$ cat src/rtl/sound_fx.sv
// Sound-effect generator: event-triggered square-wave tones with priority preemption
// and a three-note win jingle on the rising edge of either win level.
module sound_fx #(
  parameter int unsigned TICK_DIV    = 25000,
  parameter int unsigned WALL_HALF   = 56818,
  parameter int unsigned HIT_HALF    = 28409,
  parameter int unsigned GOAL_HALF   = 18939,
  parameter int unsigned WIN_HALF0   = 23900,
  parameter int unsigned WIN_HALF1   = 18968,
  parameter int unsigned WIN_HALF2   = 15944,
  parameter int unsigned WALL_MS     = 30,
  parameter int unsigned HIT_MS      = 50,
  parameter int unsigned GOAL_MS     = 300,
  parameter int unsigned WIN_NOTE_MS = 150
) (
  input  logic       clk,
  input  logic       rst,
  input  logic       hit,
  input  logic       wall,
  input  logic       goal,
  input  logic       p1_win,
  input  logic       p2_win,
  input  logic       start_state,
  input  logic       mute,
  output logic       speaker,
  output logic       busy,
  output logic [2:0] tone_id
);

  localparam logic [1:0] StIdle = 2'd0;
  localparam logic [1:0] StTone = 2'd1;
  localparam logic [1:0] StWin  = 2'd2;

  localparam logic [16:0] WallHalf = 17'(WALL_HALF);
  localparam logic [16:0] HitHalf  = 17'(HIT_HALF);
  localparam logic [16:0] GoalHalf = 17'(GOAL_HALF);
  localparam logic [16:0] WinHalf0 = 17'(WIN_HALF0);
  localparam logic [16:0] WinHalf1 = 17'(WIN_HALF1);
  localparam logic [16:0] WinHalf2 = 17'(WIN_HALF2);
  localparam logic [8:0]  WallMs   = 9'(WALL_MS);
  localparam logic [8:0]  HitMs    = 9'(HIT_MS);
  localparam logic [8:0]  GoalMs   = 9'(GOAL_MS);
  localparam logic [8:0]  WinMs    = 9'(WIN_NOTE_MS);
  localparam logic [14:0] TickMax  = 15'(TICK_DIV - 1);

  logic [1:0]  state_q, state_d;
  logic [2:0]  tone_q, tone_d;
  logic [1:0]  note_q, note_d;
  logic [16:0] half_q, half_d;
  logic [14:0] tick_q, tick_d;
  logic [8:0]  ms_q, ms_d;
  logic        spk_q, spk_d;
  logic        win_q;

  logic        win_any, win_edge;
  logic [2:0]  ev_prio, ev_id, cur_prio;
  logic [16:0] half_len, half_nxt;
  logic [8:0]  dur;
  logic        tick_wrap, tone_end, seq_end, accept;

  assign win_any  = p1_win | p2_win;
  assign win_edge = win_any & ~win_q;

  always_comb begin
    ev_prio = 3'd0;
    ev_id   = 3'd0;
    if (win_edge) begin
      ev_prio = 3'd4;
      ev_id   = 3'd4;
    end else if (goal) begin
      ev_prio = 3'd3;
      ev_id   = 3'd3;
    end else if (hit) begin
      ev_prio = 3'd2;
      ev_id   = 3'd2;
    end else if (wall) begin
      ev_prio = 3'd1;
      ev_id   = 3'd1;
    end
  end

  // Every win note shares the win priority.
  assign cur_prio = tone_q[2] ? 3'd4 : tone_q;

  always_comb begin
    half_len = 17'd1;
    dur      = WinMs;
    case (tone_q)
      3'd1: begin half_len = WallHalf; dur = WallMs; end
      3'd2: begin half_len = HitHalf;  dur = HitMs;  end
      3'd3: begin half_len = GoalHalf; dur = GoalMs; end
      3'd4: half_len = WinHalf0;
      3'd5: half_len = WinHalf1;
      3'd6: half_len = WinHalf2;
      default: half_len = 17'd1;
    endcase
  end

  assign half_nxt  = (half_q == half_len - 17'd1) ? 17'd0 : half_q + 17'd1;
  assign tick_wrap = (tick_q == TickMax);
  assign tone_end  = (state_q != StIdle) && tick_wrap && (ms_q == dur - 9'd1);
  assign seq_end   = tone_end && ((state_q == StTone) || (note_q == 2'd2));
  // Any event landing on the final cycle of a sequence takes over regardless of priority.
  assign accept    = (ev_prio != 3'd0) && ((ev_prio >= cur_prio) || seq_end);

  always_comb begin
    state_d = state_q;
    tone_d  = tone_q;
    note_d  = note_q;
    half_d  = half_q;
    tick_d  = tick_q;
    ms_d    = ms_q;
    spk_d   = spk_q;
    if (start_state || (!accept && (state_q == StIdle || seq_end))) begin
      state_d = StIdle;
      tone_d  = 3'd0;
      note_d  = 2'd0;
      half_d  = 17'd0;
      tick_d  = 15'd0;
      ms_d    = 9'd0;
      spk_d   = 1'b0;
    end else if (accept) begin
      state_d = (ev_id == 3'd4) ? StWin : StTone;
      tone_d  = ev_id;
      note_d  = 2'd0;
      half_d  = 17'd0;
      tick_d  = 15'd0;
      ms_d    = 9'd0;
      spk_d   = 1'b0;
    end else if (tone_end) begin
      note_d  = note_q + 2'd1;
      tone_d  = tone_q + 3'd1;
      half_d  = 17'd0;
      tick_d  = 15'd0;
      ms_d    = 9'd0;
      spk_d   = 1'b0;
    end else begin
      half_d = half_nxt;
      if (half_nxt == half_len - 17'd1) spk_d = ~spk_q;
      tick_d = tick_wrap ? 15'd0 : tick_q + 15'd1;
      if (tick_wrap) ms_d = ms_q + 9'd1;
    end
  end

  always_ff @(posedge clk or negedge rst) begin
    if (!rst) begin
      state_q <= StIdle;
      tone_q  <= 3'd0;
      note_q  <= 2'd0;
      half_q  <= 17'd0;
      tick_q  <= 15'd0;
      ms_q    <= 9'd0;
      spk_q   <= 1'b0;
      win_q   <= 1'b0;
    end else begin
      state_q <= state_d;
      tone_q  <= tone_d;
      note_q  <= note_d;
      half_q  <= half_d;
      tick_q  <= tick_d;
      ms_q    <= ms_d;
      spk_q   <= spk_d;
      win_q   <= win_any;
    end
  end

  assign speaker = spk_q & ~mute;
  assign busy    = (state_q != StIdle);
  assign tone_id = tone_q;

endmodule

$ cat config.mk
export PLATFORM = sky130hd
export DESIGN_NAME = sound_fx
export DESIGN_NICKNAME = d
export VERILOG_FILES = /design/src/rtl/sound_fx.sv
export SDC_FILE = /design/constraint.sdc
export NUM_CORES = 1
export LEC_CHECK = 0
export CORE_MARGIN = 2
export CORE_UTILIZATION = 44
export CTS_CLUSTER_DIAMETER = 150
export DETAILED_ROUTE_END_ITERATION = 16
export PLACE_DENSITY_LB_ADDON = 0.1
export SLEW_MARGIN = 20
export SYNTH_ARGS = -nofsm -noshare
export SYNTH_HDL_FRONTEND = slang
export SYNTH_SLANG_ARGS = --single-unit
$ cat constraint.sdc
create_clock -name clk -period 11.5 [get_ports clk]
set_input_delay 1.15 -clock clk [delete_from_list [all_inputs] [get_ports clk]]
set_output_delay 1.15 -clock clk [all_outputs]
set_load 0.02 [all_outputs]
==> flow_summary.toml <==
[outcome]
status = "completed"

[cts]
cts_root_buf = "clkbuf_8"
cts_sinks = 50
clkLatencyLatePin_ns = 0.32
cts_resized = 0
h-tree-depth = 2
clk_path_buf_depth = 2
clk_pin_slew_ns = 0.11
postCtsSetupBuffers = 0
cts_tree = "yes"
holdBufCountCts = 0
numCtsBuffers = 5

[final_layout]
num_antenna_cells = 0
syn2layout_area_growth_pct = 7.41
layout_common_cells = "nor2_1 (72), dfrtp_1 (50), xor2_1 (29), xnor2_1 (29), nand2_1 (27)"
drive_gt1_share_pct = 6.92
final_common_cell = "nor2_1"
fillerInstances = 830
fin_nets = 473
final_util_pct = 47.9

[power_and_ir_drop]
fin_total_pwr_mw = 0.586
p_per_area_mw_per_mm2 = 142
p_leak_nw = 1.65
ir_drop_v = 0.0000630

[sta]
worst_slack_ns = 6.43
rsz0062_at_grt = "false"
clock.fmax_mhz = 197
finalHoldViolations = 0
fin_crit_sh_pct = 44.1
slew_headroom_pct = 39.9
drv_slew = 0
fin_skew_ns = 0.0139
hold_slack_ns = 0.501
worstMarginPinSlew_ns = 0.895
fin_crit_ns = 5.07
setup_viol = 0
fin_setup_tns_ns = 0

[synth]
yosysTopAreaCell = "dfrtp_1"
synth.avg_cell_area_um2 = 8.71
synthXorXnorAreaFrac_pct = 13.3
synth_cell_types = 69
yosys_warnings = 0
synth-main-ff-cell = "dfrtp_1"
synth-simple-area-share_pct = 29.9
synth.area.top_cells = "dfrtp_1 (33%), nor2_1 (7.0%), xnor2_1 (6.6%), xor2_1 (6.6%), ha_1 (5.5%)"
syn_inst = 440
netlist_area_mm2 = 0.00383
synth_compound_area_share_pct = 14.0
synthAdderAreaFrac_pct = 5.55
syn_nets = 466
synth_edf_count = 0
synth_seq_area_share_pct = 32.6
synthArstFlopShare_pct = 100
synth_top_family_by_area = "simple AND/OR/NAND/NOR gates"
ys_ff_latch = 50
yosys.area.top_type_share_pct = 32.6
synthMuxAreaShare_pct = 0.783

[critical_path]
crit_path_top_delay_cell = "nand4_1"
critPathMaxFanout = 21
arrival_ns = 5.26
cp-end-kind = "flip-flop"
required_ns = 11.69
crit_type = "flip-flop to flip-flop"
crit_family = "simple AND/OR/NAND/NOR gates"
crit_path_max_incr_delay_ns = 0.71
critPathBufInv = 0
start_kind = "flip-flop"
path_cells = "ha_1 -> nor2b_1 -> nor2_1 -> and2_1 -> ha_1 -> xor2_1 -> or4_1 -> a31oi_1 -> o311ai_4 -> a21o_1 -> nand4_1 -> nand4_1 -> xor2_1 -> nor2_1"

[floorplanning]
row_count = 34
die_w_um = 97.3
die_area_mm2 = 0.00948
die_y_um = 97.3
core_mm2 = 0.00859
io_pins = 14
start_util_pct = 44.6

[grt]
grt_start_max_net_pins = 51
antenna_found_initial = 0
gr-total-overflow = 0
grt_usage_pct = 19.4
grt_pass1_wl_um = 15300
grt_pass1_vias = 3197

[routing]
firstDrtPassIters = 5
route.detailed.drc = 0
viasPerCell = 5.73
vias = 3184
route.met2.wl_um = 4260
wl_met3_um = 294
maxUsedRoutingLayer = "met4"
wirelength_um = 8870
met1Wirelength_um = 4090
drtIter0Drc = 190
ant_nets = 0
wl_per_cell_um = 15.9

[job]
drv_cap = 0

[placed_design]
port_buffers = 13
place.gp.congestion = 0.879
place_hpwl_um = 6450
preCtsSetupSlack_ns = 6.45

[worst_hold_path]
hp-class = "flip-flop to flip-flop"
-- final timing paths --
check | startpoint | slack [ns] | endpoint | cells past startpoint
min in group asynchronous | rst | 0.92 | half_q[3]$_DFF_PN0_ | 2
hold reg to reg | tick_q[0]$_DFF_PN0_ | 0.50 | tick_q[0]$_DFF_PN0_ | 1
setup / recovery | tone_id[0]$_DFFE_PN0P_ | 6.43 | ms_q[6]$_DFFE_PN0P_ | 14
hold / removal | tick_q[0]$_DFF_PN0_ | 0.50 | tick_q[0]$_DFF_PN0_ | 1
setup reg to reg | tone_id[0]$_DFFE_PN0P_ | 6.43 | ms_q[6]$_DFFE_PN0P_ | 14
max in group asynchronous | rst | 10.13 | tick_q[13]$_DFF_PN0_ | 2
-- through the flow --
stage               instance area (um2)  instances
detailed placement                 4020        548
CTS                                4120        556
floorplan                          3830        440
global route                       4120        556
global placement                   4020        548
finish                             4120        556
-- metal layers --
metal / up-vias / GRT usage [%]
met3: 17 / 3.17
li1: 1571 / -
met2: 64 / 32.2
met1: 1532 / 25.9
met4: 0 / 6.73
met5: - / 0
-- report_power, final --
group	internal [mW]	leakage, nW	switching (mW)	total [mW]
Combinational	0.115	0.911	0.168	0.283
Clock	0.0453	0.0502	0.0687	0.114
Sequential	0.179	0.691	0.00983	0.189
-- layout make-up --
type / instances / area (um2) / area share, %
Clock inverter: 3 / 28.8 / 0.699
Clock buffer: 5 / 68.8 / 1.67
Multi-Input combinational cell: 358 / 2430 / 59.1
Timing Repair Buffer: 14 / 133 / 3.22
Sequential cell: 50 / 1250 / 30.4
Inverter: 18 / 67.6 / 1.64
Tap cell: 108 / 135 / 3.28
-- cells in the mapped netlist, types with 6 or more instances --
cell and instances:
nor2_1 72, dfrtp_1 50, xnor2_1 29, xor2_1 29, nand2_1 27, ha_1 17, inv_1 17, nand4_1 17
a21oi_1 16, nand3_1 15, and2_1 11, and3_1 9, buf_2 8, nor4_1 7, o21ai_0 7, and4_1 6
nand2b_1 6, nor2b_1 6, nor3_1 6
-- state kept, by name (all words and copies together), names as in the netlist --
name / cells
spk_q: 1
win_q: 1
half_q: 17
ms_q: 9
tone_id: 3
tick_q: 15
state_q: 2
note_q: 2
-- logic make-up after synthesis --
kind of cell / after synthesis
AO/OA/AOI/OAI: 67
multiplexers: 3
XOR/XNOR: 58
buffers and inverters: 32
adder cells (fa/ha/maj): 17
AND/OR/NAND/NOR: 213
flip-flops: 50
(Power assumes the default switching activity.)
